### src/rtl/counter_updown_param_pkg.sv
// Shared constants and helpers for the parametrised up/down counter.
package counter_pkg;

    typedef enum logic {
        DIR_DOWN = 1'b0,
        DIR_UP   = 1'b1
    } dir_e;

    typedef enum logic {
        MODE_WRAP = 1'b0,
        MODE_SAT  = 1'b1
    } mode_e;

    typedef enum logic [1:0] {
        ACT_HOLD,
        ACT_LOAD,
        ACT_CLAMP,
        ACT_STEP
    } act_e;

    // Prescaler width: wide enough to hold DIV_SLOW-1 for any DIV_SLOW >= 1.
    function automatic int unsigned calc_pw(input int unsigned div_slow);
        return $clog2(div_slow + 1);
    endfunction

endpackage

### src/rtl/counter_updown_param_if.sv
// Control/status bundle between the counter and its user logic.
interface counter_updown_param_if #(
    parameter int unsigned WIDTH = 8
);
    logic             speed;
    logic             UD;
    logic             SS;
    logic             load;
    logic [WIDTH-1:0] load_val;
    logic [WIDTH-1:0] max_val;
    logic             sat;
    logic [WIDTH-1:0] out;
    logic             tc;

    modport master (
        output speed, UD, SS, load, load_val, max_val, sat,
        input  out, tc
    );

    modport slave (
        input  speed, UD, SS, load, load_val, max_val, sat,
        output out, tc
    );
endinterface

### src/rtl/counter_updown_param_tick_gen.sv
// Two-rate prescaler producing a single-cycle count-enable tick.
module tick_gen
    import counter_pkg::*;
#(
    parameter int unsigned DIV_SLOW = 8,
    parameter int unsigned DIV_FAST = 2
) (
    input  logic clk,
    input  logic reset,
    input  logic en,
    input  logic clr,
    input  logic speed,
    output logic tick
);
    localparam int unsigned       PW       = calc_pw(DIV_SLOW);
    localparam logic [PW-1:0]     LIM_SLOW = PW'(DIV_SLOW - 1);
    localparam logic [PW-1:0]     LIM_FAST = PW'(DIV_FAST - 1);

    logic [PW-1:0] r_presc;
    logic [PW-1:0] w_lim;

    // ">=" lets a slow-to-fast switch mid-period tick at once instead of overshooting.
    always_comb begin
        w_lim = speed ? LIM_FAST : LIM_SLOW;
        tick  = en & (r_presc >= w_lim);
    end

    always_ff @(posedge clk or negedge reset) begin
        if (!reset) begin
            r_presc <= '0;
        end else if (clr) begin
            r_presc <= '0;
        end else if (en) begin
            if (tick) r_presc <= '0;
            else      r_presc <= r_presc + PW'(1);
        end
    end
endmodule

### src/rtl/counter_updown_param.sv
// Parametrised up/down counter with runtime limit, load, wrap/saturate and terminal-count pulse.
module counter_updown_param
    import counter_pkg::*;
#(
    parameter int unsigned WIDTH    = 8,
    parameter int unsigned DIV_SLOW = 8,
    parameter int unsigned DIV_FAST = 2
) (
    input  logic                  clk,
    input  logic                  reset,
    counter_updown_param_if.slave bus
);
    logic             w_tick;
    logic             w_en;
    act_e             w_act;
    logic [WIDTH-1:0] w_load_lim;
    logic [WIDTH-1:0] w_out_nxt;
    logic             w_tc_nxt;
    logic [WIDTH-1:0] r_out;
    logic             r_tc;

    assign w_en = bus.SS & ~bus.load;

    tick_gen #(
        .DIV_SLOW (DIV_SLOW),
        .DIV_FAST (DIV_FAST)
    ) u_tick_gen (
        .clk   (clk),
        .reset (reset),
        .en    (w_en),
        .clr   (bus.load),
        .speed (bus.speed),
        .tick  (w_tick)
    );

    always_comb begin
        w_act = ACT_HOLD;
        if (bus.load)                      w_act = ACT_LOAD;
        else if (w_tick && r_out > bus.max_val) w_act = ACT_CLAMP;
        else if (w_tick)                   w_act = ACT_STEP;
    end

    always_comb begin
        w_load_lim = (bus.load_val > bus.max_val) ? bus.max_val : bus.load_val;
        w_out_nxt  = r_out;
        w_tc_nxt   = 1'b0;
        case (w_act)
            ACT_LOAD:  w_out_nxt = w_load_lim;
            ACT_CLAMP: w_out_nxt = bus.max_val;
            ACT_STEP: begin
                if (bus.UD == DIR_UP) begin
                    if (r_out == bus.max_val) begin
                        w_tc_nxt  = 1'b1;
                        w_out_nxt = (bus.sat == MODE_SAT) ? bus.max_val : '0;
                    end else begin
                        w_out_nxt = r_out + WIDTH'(1);
                    end
                end else begin
                    if (r_out == '0) begin
                        w_tc_nxt  = 1'b1;
                        w_out_nxt = (bus.sat == MODE_SAT) ? '0 : bus.max_val;
                    end else begin
                        w_out_nxt = r_out - WIDTH'(1);
                    end
                end
            end
            default: ;
        endcase
    end

    always_ff @(posedge clk or negedge reset) begin
        if (!reset) begin
            r_out <= '0;
            r_tc  <= 1'b0;
        end else begin
            r_out <= w_out_nxt;
            r_tc  <= w_tc_nxt;
        end
    end

    assign bus.out = r_out;
    assign bus.tc  = r_tc;
endmodule

### src/flat_wrapper.sv
// flat-port wrapper written by rule: the top's interface ports become plain ports
module counter_updown_param_flat import counter_pkg::*;
#(
    parameter int unsigned WIDTH    = 8,
    parameter int unsigned DIV_SLOW = 8,
    parameter int unsigned DIV_FAST = 2
)
  (clk, reset, bus_speed, bus_UD, bus_SS, bus_load, bus_load_val, bus_max_val, bus_sat, bus_out, bus_tc);
  counter_updown_param_if #(.WIDTH(WIDTH)) bus_i ();
  input  logic clk;
  input  logic reset;
  input wire logic [$bits(bus_i.speed)-1:0] bus_speed;
  input wire logic [$bits(bus_i.UD)-1:0] bus_UD;
  input wire logic [$bits(bus_i.SS)-1:0] bus_SS;
  input wire logic [$bits(bus_i.load)-1:0] bus_load;
  input wire logic [$bits(bus_i.load_val)-1:0] bus_load_val;
  input wire logic [$bits(bus_i.max_val)-1:0] bus_max_val;
  input wire logic [$bits(bus_i.sat)-1:0] bus_sat;
  output wire logic [$bits(bus_i.out)-1:0] bus_out;
  output wire logic [$bits(bus_i.tc)-1:0] bus_tc;
  assign bus_i.speed = bus_speed;
  assign bus_i.UD = bus_UD;
  assign bus_i.SS = bus_SS;
  assign bus_i.load = bus_load;
  assign bus_i.load_val = bus_load_val;
  assign bus_i.max_val = bus_max_val;
  assign bus_i.sat = bus_sat;
  assign bus_out = bus_i.out;
  assign bus_tc = bus_i.tc;
  counter_updown_param #(.WIDTH(WIDTH), .DIV_SLOW(DIV_SLOW), .DIV_FAST(DIV_FAST)) u_core (.clk(clk), .reset(reset), .bus(bus_i));
endmodule
### config.mk
export PLATFORM = sky130hd
export DESIGN_NAME = counter_updown_param_flat
export DESIGN_NICKNAME = d
export VERILOG_FILES = /design/src/rtl/counter_updown_param_pkg.sv /design/src/rtl/counter_updown_param_if.sv /design/src/rtl/counter_updown_param_tick_gen.sv /design/src/rtl/counter_updown_param.sv /design/src/flat_wrapper.sv
export SDC_FILE = /design/constraint.sdc
export NUM_CORES = 1
export LEC_CHECK = 0
export CAP_MARGIN = 30
export CORE_MARGIN = 2
export CORE_UTILIZATION = 40
export CTS_CLUSTER_DIAMETER = 80
export CTS_CLUSTER_SIZE = 8
export DETAILED_ROUTE_END_ITERATION = 8
export DONT_BUFFER_PORTS = 1
export PLACE_DENSITY = 0.56
export SLEW_MARGIN = 5
export SYNTH_ARGS = -nofsm -noshare
export SYNTH_HDL_FRONTEND = slang
export SYNTH_SLANG_ARGS = --single-unit
### constraint.sdc
create_clock -name clk -period 2.45 [get_ports clk]
set_clock_uncertainty 0.05 [all_clocks]
set_input_delay 0.49 -clock clk [delete_from_list [all_inputs] [get_ports clk]]
set_output_delay 0.49 -clock clk [all_outputs]
set_load 0.005 [all_outputs]
==> results_dict.tcl <==
set metrics [dict create \
    crit_type "reg2reg" \
    rsz0062_at_grt "false" \
    ys_seq_elements 13 \
    combPwrFrac 0.488 \
    n_antenna_cell 0 \
    startpoint_type "flop" \
    synth_common_cells "a21oi_1, ha_1, nand2_1" \
    rrSetupSlack_ns 0.16 \
    grt_pass1_wl_mm 8.69 \
    slew_violations 0 \
    cts_made_buffers 3 \
    yosys_warnings 0 \
    p_int_uw 552 \
    io_pins 32 \
    path_max_fanout 7 \
    drive_above_1_share 0.124 \
    globalplace.congestion 0.876 \
    finalWirelength_mm 5.10 \
    reg2reg_depth 8 \
    crit_slowest_cell "or4b_4" \
    synthMuxAreaShare 0.0593 \
    yosys.area_share.xor_xnor 0.0346 \
    post-route-min-period_ns 2.29 \
    cts_resized 0 \
    hold_depth 1 \
    max_freq_ghz 0.436 \
    synth_top_cells_by_area "dfrtp_1, ha_1, a21oi_1" \
    worstPathCellList "inv_1 > ha_1 > or4b_4 > a2bb2oi_1 > a311oi_1 > a21oi_1 > a211oi_1 > o31ai_1" \
    r2r-end "u_core.bus.out[3]" \
    die_height_um 70.6 \
    finalCritPeriodShare 0.936 \
    wl_per_cell_um 17.8 \
    cts_max_level 1 \
    ys_seq_area_frac 0.183 \
    relSlewSlack 0.558 \
    drt-initial-drc-count 76 \
    fp.dieW_um 70.6 \
    clkPwrFrac 0.221 \
    crit_required_ns 2.53 \
    synth_compound_area_frac 0.290 \
    hold_viol 0 \
    synthDistinctLibCells 52 \
    grt_max_degree 21 \
    synth_async_sr_flop_share 1.00 \
    p_leak_uw 0.000838 \
    vias_per_cell 6.07 \
    dr.pass1.iters 4 \
    hold_path_class "in2reg" \
    drtAntennaViolNets 0 \
    setup_viol 0 \
    fin_area_mm2 0.00194 \
    syn-cell-area_mm2 0.00177 \
    seqPwrFrac 0.291 \
    antenna_found_initial 0 \
    cts_tree "done" \
    syn_nets 270 \
    synth_top_area_share 0.183 \
    end_kind "flop" \
    overflow 0 \
    hold_end "u_core.u_tick_gen.r_presc[1]" \
    maxCapViolCount 0 \
    finalSetupTns_ns 0 \
    grt_usage 0.218 \
    clock_path_buffers 2 \
    synth_most_common_cell "a21oi_1" \
    switching_share 0.400 \
    fin_nets 279 \
    synthSimpleGateAreaFrac 0.219 \
    clkTransAtPathRegs_ns 0.06 \
    portBuffers 0 \
    initial_core_util 0.410 \
    min_from "bus_load" \
    r2r-start "u_core.bus.out[0]" \
    insertion_delay_ns 0.25 \
    tightest_slew_ns 0.661 \
    root_buffer "clkbuf_8" \
    placed_area_mm2 0.00189 \
    cp_data_arrival_time_ns 2.38 \
    vdd_ir_drop_max_uv 255 \
    powerDensity_mw_per_mm2 473 \
    max_stage_delay_ns 0.53 \
    p_switching_uw 368 \
    fill_cells 461 \
    first_global_vias 1692 \
    yosys.area_share.adder 0.148 \
    num_vias 1736 \
    coreArea_mm2 0.00432 \
    row_count 24 \
    cts_sinks 13 \
    drc 0 \
    ys.flop_type "dfrtp_1" \
    place_hpwl_mm 4.14 \
    status "finished, final reports clean" \
    yosysTopAreaCell "dfrtp_1" \
    synth_area_per_cell_um2 7.84 \
    syn_to_final_growth_pct 9.67 \
    syn-instance-count 226 \
    synth_top_family_by_area "compound AO/OA/AOI/OAI gates" \
    synth-edff-count 0 \
    die_area_mm2 0.00498 \
]
per-stage QoR:
stage / worst slack (ns) / cells / utilization / total power (uW) / hold WS, ns
2_1_floorplan: 0.105 / 226 / - / 593 / 0.144
3_3_place_gp: 0.0530 / 281 / 0.437 / 713 / 0.145
3_5_place_dp: 0.0610 / 281 / 0.437 / 711 / 0.145
4_1_cts: 0.159 / 286 / 0.450 / 923 / 0.246
5_1_grt: 0.0581 / 286 / 0.450 / 999 / 0.241
6_report: 0.158 / 286 / 0.450 / 920 / 0.254
worst max-delay path by stage:
stage | startpoint | endpoint | slack (ns) | cells past startpoint
after global placement | bus_max_val[7] | u_core.bus.out[7] | 0.05 | 8
after detailed placement | bus_max_val[2] | u_core.bus.out[7] | 0.06 | 8
after CTS | u_core.bus.out[0] | u_core.bus.out[3] | 0.16 | 8
after global routing | u_core.bus.out[0] | u_core.bus.out[3] | 0.06 | 8
after floorplan | bus_max_val[7] | u_core.bus.out[0] | 0.11 | 9
final | u_core.bus.out[0] | u_core.bus.out[3] | 0.16 | 8
repair_timing:
action,4_1_cts,5_1_grt
hold endpoints to repair,13,0
hold buffers,1,0
endpoints found under the setup margin,0,0
setup buffers,0,0
cells by family (layout without fill, tap and decap cells):
logic type	Yosys count	count (layout)
AO/OA/AOI/OAI	77	77
AND/OR/NAND/NOR	73	73
buffers and inverters	25	33
adder cells (fa/ha/maj)	21	21
flip-flops	13	13
multiplexers	10	10
XOR/XNOR	7	7
worst max-delay path: cells and delay by family (launching register included):
kind | cells | cell delay [ns]
compound gates | 5 | 0.91
fa+ha+maj | 1 | 0.18
buf+inv | 1 | 0.13
flops | 1 | 0.38
simple gates | 1 | 0.53
registers in the layout (all words and copies together), names as in the netlist:
name                       count
u_core.bus.tc                  1
u_core.u_tick_gen.r_presc      4
u_core.bus.out                 8
power groups by stage:
stage | Sequential [uW] | Clock (uW) | Combinational (uW)
floorplan | 273 | 0 | 320
global placement | 272 | 0 | 441
detailed placement | 271 | 0 | 440
CTS | 267 | 207 | 449
global route | 270 | 220 | 509
finish | 267 | 204 | 449
area by class of cell:
type	instances	area (um^2)	area share
clock buffers	3	41.3	0.0212
well taps	52	65.1	0.0335
multi-input cells	188	1330	0.685
clock inverters	1	5.00	0.00257
inverters	12	45.0	0.0232
repair buffers	17	130	0.0669
flip-flops and latches	13	325	0.167
metal layers:
metal  track usage  vias to the layer above  wire, um
met4        0.0860                        0       116
li1              -                      874         -
met5             0                        -         0
met2         0.338                       50      2310
met1         0.304                      800      2370
met3        0.0356                       12       299
cells in the final DEF (no fill, tap or decap), types with 2 or more instances in the layout:
master    instances
dfrtp_1          13
or3_1             3
mux2_2            4
nor3_1            2
o21ai_0           8
buf_4            16
o211ai_1          2
nor4_1            2
clkbuf_8          3
inv_1            12
xnor2_1           4
or4_1             2
nand2_1          18
a211oi_1          9
o21a_1            3
ha_1             21
nor2b_1           3
nand3b_1          2
a311oi_1          3
nand2b_1          6
nand4_1           4
xor2_1            3
mux2i_1           6
o221ai_1          2
a21o_1            4
o31ai_1           4
nand3_1          10
a31oi_1           3
nor2_1           11
a21oi_1          27
and3_1            4
Power figures use the tool's default switching activity.
